`src/rtl/stream_rr_arbiter.sv`:
```
// Two-source round-robin stream arbiter with a registered output stage.
// Define STREAM_ARB_PKT_LOCK_EN to hold a grant for a whole packet (until a beat with last=1).
module stream_rr_arbiter #(
  parameter int DATA_WD = 4
) (
  input  logic               clk,
  input  logic               rst,
  input  logic               s0_valid,
  input  logic [DATA_WD-1:0] s0_data,
  input  logic               s0_last,
  output logic               s0_ready,
  input  logic               s1_valid,
  input  logic [DATA_WD-1:0] s1_data,
  input  logic               s1_last,
  output logic               s1_ready,
  output logic               m_valid,
  output logic [DATA_WD-1:0] m_data,
  output logic               m_last,
  output logic               m_sel,
  input  logic               m_ready
);

  logic               load_en;
  logic               idle_grant_vld;
  logic               idle_grant;
  logic               grant_vld;
  logic               grant;
  logic               sel_valid;
  logic [DATA_WD-1:0] sel_data;
  logic               sel_last;
  logic               accept;
  logic               ptr;
  logic               ptr_nxt;

`ifdef STREAM_ARB_PKT_LOCK_EN
  typedef enum logic {
    IDLE = 1'b0,
    LOCK = 1'b1
  } state_t;

  state_t state;
  state_t state_nxt;
  logic   owner;
  logic   owner_nxt;
`endif

  // The output register can take a new beat when empty or draining this cycle.
  assign load_en = !m_valid || m_ready;

  // Round-robin choice used whenever no packet holds the grant.
  always_comb begin
    // NOTE: every always_comb output gets a default first so no path can infer a latch.
    idle_grant_vld = 1'b0;
    idle_grant     = ptr;
    if (ptr ? s1_valid : s0_valid) begin
      idle_grant_vld = 1'b1;
      idle_grant     = ptr;
    end else if (ptr ? s0_valid : s1_valid) begin
      idle_grant_vld = 1'b1;
      idle_grant     = ~ptr;
    end
  end

`ifdef STREAM_ARB_PKT_LOCK_EN
  // A locked owner keeps the grant even through its own bubbles.
  assign grant_vld = (state == LOCK) ? 1'b1  : idle_grant_vld;
  assign grant     = (state == LOCK) ? owner : idle_grant;
`else
  assign grant_vld = idle_grant_vld;
  assign grant     = idle_grant;
`endif

  assign sel_valid = grant ? s1_valid : s0_valid;
  assign sel_data  = grant ? s1_data  : s0_data;
  assign sel_last  = grant ? s1_last  : s0_last;

  assign s0_ready = !rst && load_en && grant_vld && !grant;
  assign s1_ready = !rst && load_en && grant_vld &&  grant;
  assign accept   = (s0_valid && s0_ready) || (s1_valid && s1_ready);

  always_comb begin
    ptr_nxt   = ptr;
`ifdef STREAM_ARB_PKT_LOCK_EN
    state_nxt = state;
    owner_nxt = owner;
    if (accept) begin
      if (sel_last) begin
        state_nxt = IDLE;
        ptr_nxt   = ~grant;
      end else begin
        state_nxt = LOCK;
        owner_nxt = grant;
      end
    end
`else
    if (accept) begin
      ptr_nxt = ~grant;
    end
`endif
  end

  always_ff @(posedge clk) begin
    // NOTE: state registers use non-blocking assignments so all flops update from pre-edge values.
    if (rst) begin
      ptr   <= 1'b0;
`ifdef STREAM_ARB_PKT_LOCK_EN
      state <= IDLE;
      owner <= 1'b0;
`endif
    end else begin
      ptr   <= ptr_nxt;
`ifdef STREAM_ARB_PKT_LOCK_EN
      state <= state_nxt;
      owner <= owner_nxt;
`endif
    end
  end

  // Output stage: payload only moves on an accepted beat, so it holds during back-pressure.
  always_ff @(posedge clk) begin
    if (rst) begin
      m_valid <= 1'b0;
      m_data  <= '0;
      m_last  <= 1'b0;
      m_sel   <= 1'b0;
    end else if (accept) begin
      m_valid <= 1'b1;
      m_data  <= sel_data;
      m_last  <= sel_last;
      m_sel   <= grant;
    end else if (m_ready) begin
      m_valid <= 1'b0;
    end
  end

endmodule

```
`config.mk`:
```
export PLATFORM = sky130hd
export DESIGN_NAME = stream_rr_arbiter
export DESIGN_NICKNAME = d
export VERILOG_FILES = /design/src/rtl/stream_rr_arbiter.sv
export SDC_FILE = /design/constraint.sdc
export NUM_CORES = 1
export LEC_CHECK = 0
export ABC_CLOCK_PERIOD_IN_PS = 1000
export BUFFER_PORTS_ARGS = -buffer_cell sky130_fd_sc_hd__buf_2
export CORE_AREA = 8 8 45 47
export CTS_CLUSTER_SIZE = 12
export DETAILED_ROUTE_END_ITERATION = 7
export DIE_AREA = 0 0 53 55
export SKIP_CTS_REPAIR_TIMING = 1
export SLEW_MARGIN = 10
export SYNTH_ARGS = -nofsm -noshare
export SYNTH_HDL_FRONTEND = slang
export SYNTH_SLANG_ARGS = --single-unit
```
`constraint.sdc`:
```
create_clock -name clk -period 1 [get_ports clk]
set_input_delay 0.15 -clock clk [delete_from_list [all_inputs] [get_ports clk]]
set_output_delay 0.15 -clock clk [all_outputs]
set_load 0.01 [all_outputs]
```
==> insert_results.sql <==
INSERT INTO impl_metrics (metric_group, metric, value, unit) VALUES
('cells_and_area', 'antenna_cells', '0', ''),
('flow_run', 'maxCapViolations', '0', ''),
('timing', 'achievable-frequency', '0.8394', 'GHz'),
('worst_setup_path', 'startpoint_class_of_the_critical_path', 'register', ''),
('die', 'fp.dieW', '53', 'um'),
('grt', 'grt_max_degree', '8', ''),
('drt', 'drcViolationCount', '0', ''),
('clock_tree', 'cts-htree-levels', '1', ''),
('die', 'core_region_area', '0.001384', 'mm^2'),
('drt', 'viasPerCell', '4.726', ''),
('die', 'row_count', '14', ''),
('die', 'io-pin-count', '24', ''),
('worst_setup_path', 'endpoint_kind', 'primary output', ''),
('clock_tree', 'number_of_buffers_created_by_cts', '3', ''),
('synthesis', 'synth.ff_latch_count', '8', ''),
('worst_setup_path', 'critical_path.top_delay_family', 'flip-flops', ''),
('synthesis', 'yosysWarningCount', '0', ''),
('timing', 'finalSetupTns', '-0.4965', 'ns'),
('grt', 'grt_first_pass_wirelength', '1.766', 'mm'),
('clock_tree', 'cts_root_buffer', 'sky130_fd_sc_hd__clkbuf_4', ''),
('pwr', 'power.static_leakage', '0.0003441', 'uW'),
('synthesis', 'syn-instance-count', '46', ''),
('grt', 'number_of_global_route_vias_before_repair', '423', ''),
('worst_setup_path', 'critical_path.cell_chain', 'a21oi_1 -> and3_1 -> buf_2', ''),
('synthesis', 'syn_avg_cell_area', '8.867', 'um^2'),
('status', 'run_status', 'finished with violations', ''),
('timing', 'worst_clock_skew', '0.009069', 'ns'),
('clock_tree', 'clkLatencyLatePin', '0.26', 'ns'),
('timing', 'timing.final.setup_violations', '4', ''),
('timing', 'max-slew-margin-rel', '0.8109', ''),
('status', 'violations', 'negative setup slack', ''),
('die', 'floorplan.die.height', '55', 'um'),
('grt', 'initial_antenna_violation_count', '0', ''),
('clock_tree', 'clock_sink_count', '8', ''),
('clock_tree', 'tritoncts_clock_tree', 'built', ''),
('timing', 'report.final.slew_viol_count', '0', ''),
('timing', 'timing.final.hold_violations', '0', ''),
('cells_and_area', 'final_nets', '96', ''),
('cells_and_area', 'layout.core_utilization', '0.4720', ''),
('worst_setup_path', 'critical-path-slowest-cell', 'sky130_fd_sc_hd__dfxtp_2', ''),
('cells_and_area', 'num-fill-cells', '135', ''),
('place', 'gp_congestion', '0.7196', ''),
('cells_and_area', 'post_synthesis_to_final_layout_area_growth', '60.12', '%'),
('drt', 'drtIter0Drc', '6', ''),
('die', 'design.die.area', '0.002915', 'mm^2'),
('drt', 'detail-route-antenna-nets', '0', ''),
('grt', 'grt_use_total', '0.08425', ''),
('timing', 'finalWorstPathRequiredPeriod', '1.191', 'ns'),
('worst_setup_path', 'cpPeakStageDelay', '0.33', 'ns'),
('worst_setup_path', 'critical_path_peak_fanout', '3', ''),
('drt', 'detailroute.via_count', '449', ''),
('timing', 'final.setup.worst_slack', '-0.1914', 'ns'),
('worst_setup_path', 'critPathBufInv', '1', ''),
('pwr', 'p_per_area', '1260', 'mW/mm^2'),
('clock_tree', 'cts.clk_slew.worst_paths', '0.06', 'ns'),
('timing', 'tightest_slew', '0.2825', 'ns'),
('die', 'initial_core_util', '0.2948', ''),
('cells_and_area', 'seqCellArea', '162.7', 'um^2'),
('synthesis', 'syn_nets', '61', ''),
('synthesis', 'ys_types', '16', ''),
('clock_tree', 'clock_tree.buffer_depth', '2', ''),
('synthesis', 'syn-cell-area', '407.9', 'um^2'),
('cells_and_area', 'drive_above_1_share', '0.5570', ''),
('drt', 'wirelength', '1.160', 'mm'),
('place', 'io_port_bufs', '23', ''),
('cells_and_area', 'multi_input_comb_area', '214.0', 'um^2'),
('timing', 'rsz0062_at_grt', 'true', ''),
('synthesis', 'synth-seq-area-share', '0.3926', ''),
('worst_setup_path', 'criticalPathCategory', 'register to primary output', ''),
('worst_setup_path', 'arrival', '1.04', 'ns'),
('pwr', 'vdd_ir_drop_max', '488.0', 'uV'),
('grt', 'grt-ovfl-total', '0', ''),
('drt', 'wl_per_cell', '12.21', 'um'),
('worst_setup_path', 'worst_ep_required_time', '0.85', 'ns'),
('worst_hold_path', 'worstHoldPathType', 'input pin to register', ''),
('timing', 'post_route_fraction_of_the_period_consumed_by_the_critical_path', '1.191', ''),
('place', 'hpwlAfterDp', '880', 'um'),
('drt', 'first_pass_iters', '4', '');
-- cell type report --
class	instances	share of cell area
clock buffer	3	0.03448
sequential	8	0.2490
timing repair buffer	32	0.2893
multi-input combinational	24	0.3276
inverter	12	0.06897
tap	16	0.03065
-- final timing paths --
path / slack (ns) / cells past startpoint / end / from
worst max-delay path: -0.19 / 3 / s0_ready / ptr
worst min-delay path: 0.13 / 2 / ptr / rst
worst max register to register: -0.12 / 5 / m_data[3] / ptr
worst min register to register: 0.48 / 2 / m_sel / m_sel
-- stage by stage --
stage                     total power [uW]  instance area (um^2)  setup WS, ns  std cells  hold slack [ns]
final                                823.2                 653.1       -0.1914         95           0.1265
after global routing                 877.3                 653.1       -0.2335         95           0.1435
after CTS                            804.9                 588.1       -0.3112         92           0.1179
after detailed placement             548.2                 565.5      -0.02564         89           0.3967
after global placement               546.6                 565.5      -0.02763         89           0.3858
after floorplan                      462.2                 407.9       0.01029         46           0.2191
-- Yosys cell counts --
cell,n,area share
sky130_fd_sc_hd__inv_1,12,0.11
sky130_fd_sc_hd__dfxtp_1,8,0.39
sky130_fd_sc_hd__nand4_1,5,0.077
sky130_fd_sc_hd__o221ai_1,5,0.11
sky130_fd_sc_hd__a21oi_1,4,0.049
sky130_fd_sc_hd__buf_6,2,0.055
sky130_fd_sc_hd__a311oi_1,1,0.021
sky130_fd_sc_hd__and2b_1,1,0.018
sky130_fd_sc_hd__and3_1,1,0.015
sky130_fd_sc_hd__nand2b_2,1,0.021
sky130_fd_sc_hd__nand2b_4,1,0.034
sky130_fd_sc_hd__nand3_1,1,0.012
sky130_fd_sc_hd__nand4b_2,1,0.037
sky130_fd_sc_hd__nor2_1,1,0.0092
sky130_fd_sc_hd__o21ai_0,1,0.012
sky130_fd_sc_hd__o21bai_2,1,0.028
-- logic make-up after synthesis --
kind of cell / Yosys count / synth area share
AO/OA/AOI/OAI: 12 / 0.2178
buffers and inverters: 14 / 0.1656
flip-flops: 8 / 0.3926
AND/OR/NAND/NOR: 12 / 0.2239
-- per-layer routing --
metal	wire length (um)	vias up	part of all wire	global-route usage
li1	-	232	-	-
met1	445	195	0.38	0.08079
met2	554	18	0.48	0.1348
met3	117	4	0.10	0.02139
met4	42	0	0.036	0.1034
met5	0	-	0	0
-- state kept, by name, indices dropped and copies added, names as in the netlist --
name / cells
m_data: 4
m_sel: 1
ptr: 1
m_last: 1
m_valid: 1
-- cell usage in the layout, fill, tap and decap left out, drive strengths merged, types with 2 or more instances in the layout --
master | netlist | layout
inv | 12 | 12
a21oi | 4 | 4
nand2b | 2 | 2
buf | 2 | 32
dfxtp | 8 | 8
clkbuf | 0 | 3
o221ai | 5 | 5
nand4 | 5 | 5
-- where the power goes --
group / switching, uW / internal (uW)
Sequential: 14.9 / 348
Clock: 112 / 137
Combinational: 100 / 110
(Power assumes the default switching activity.)
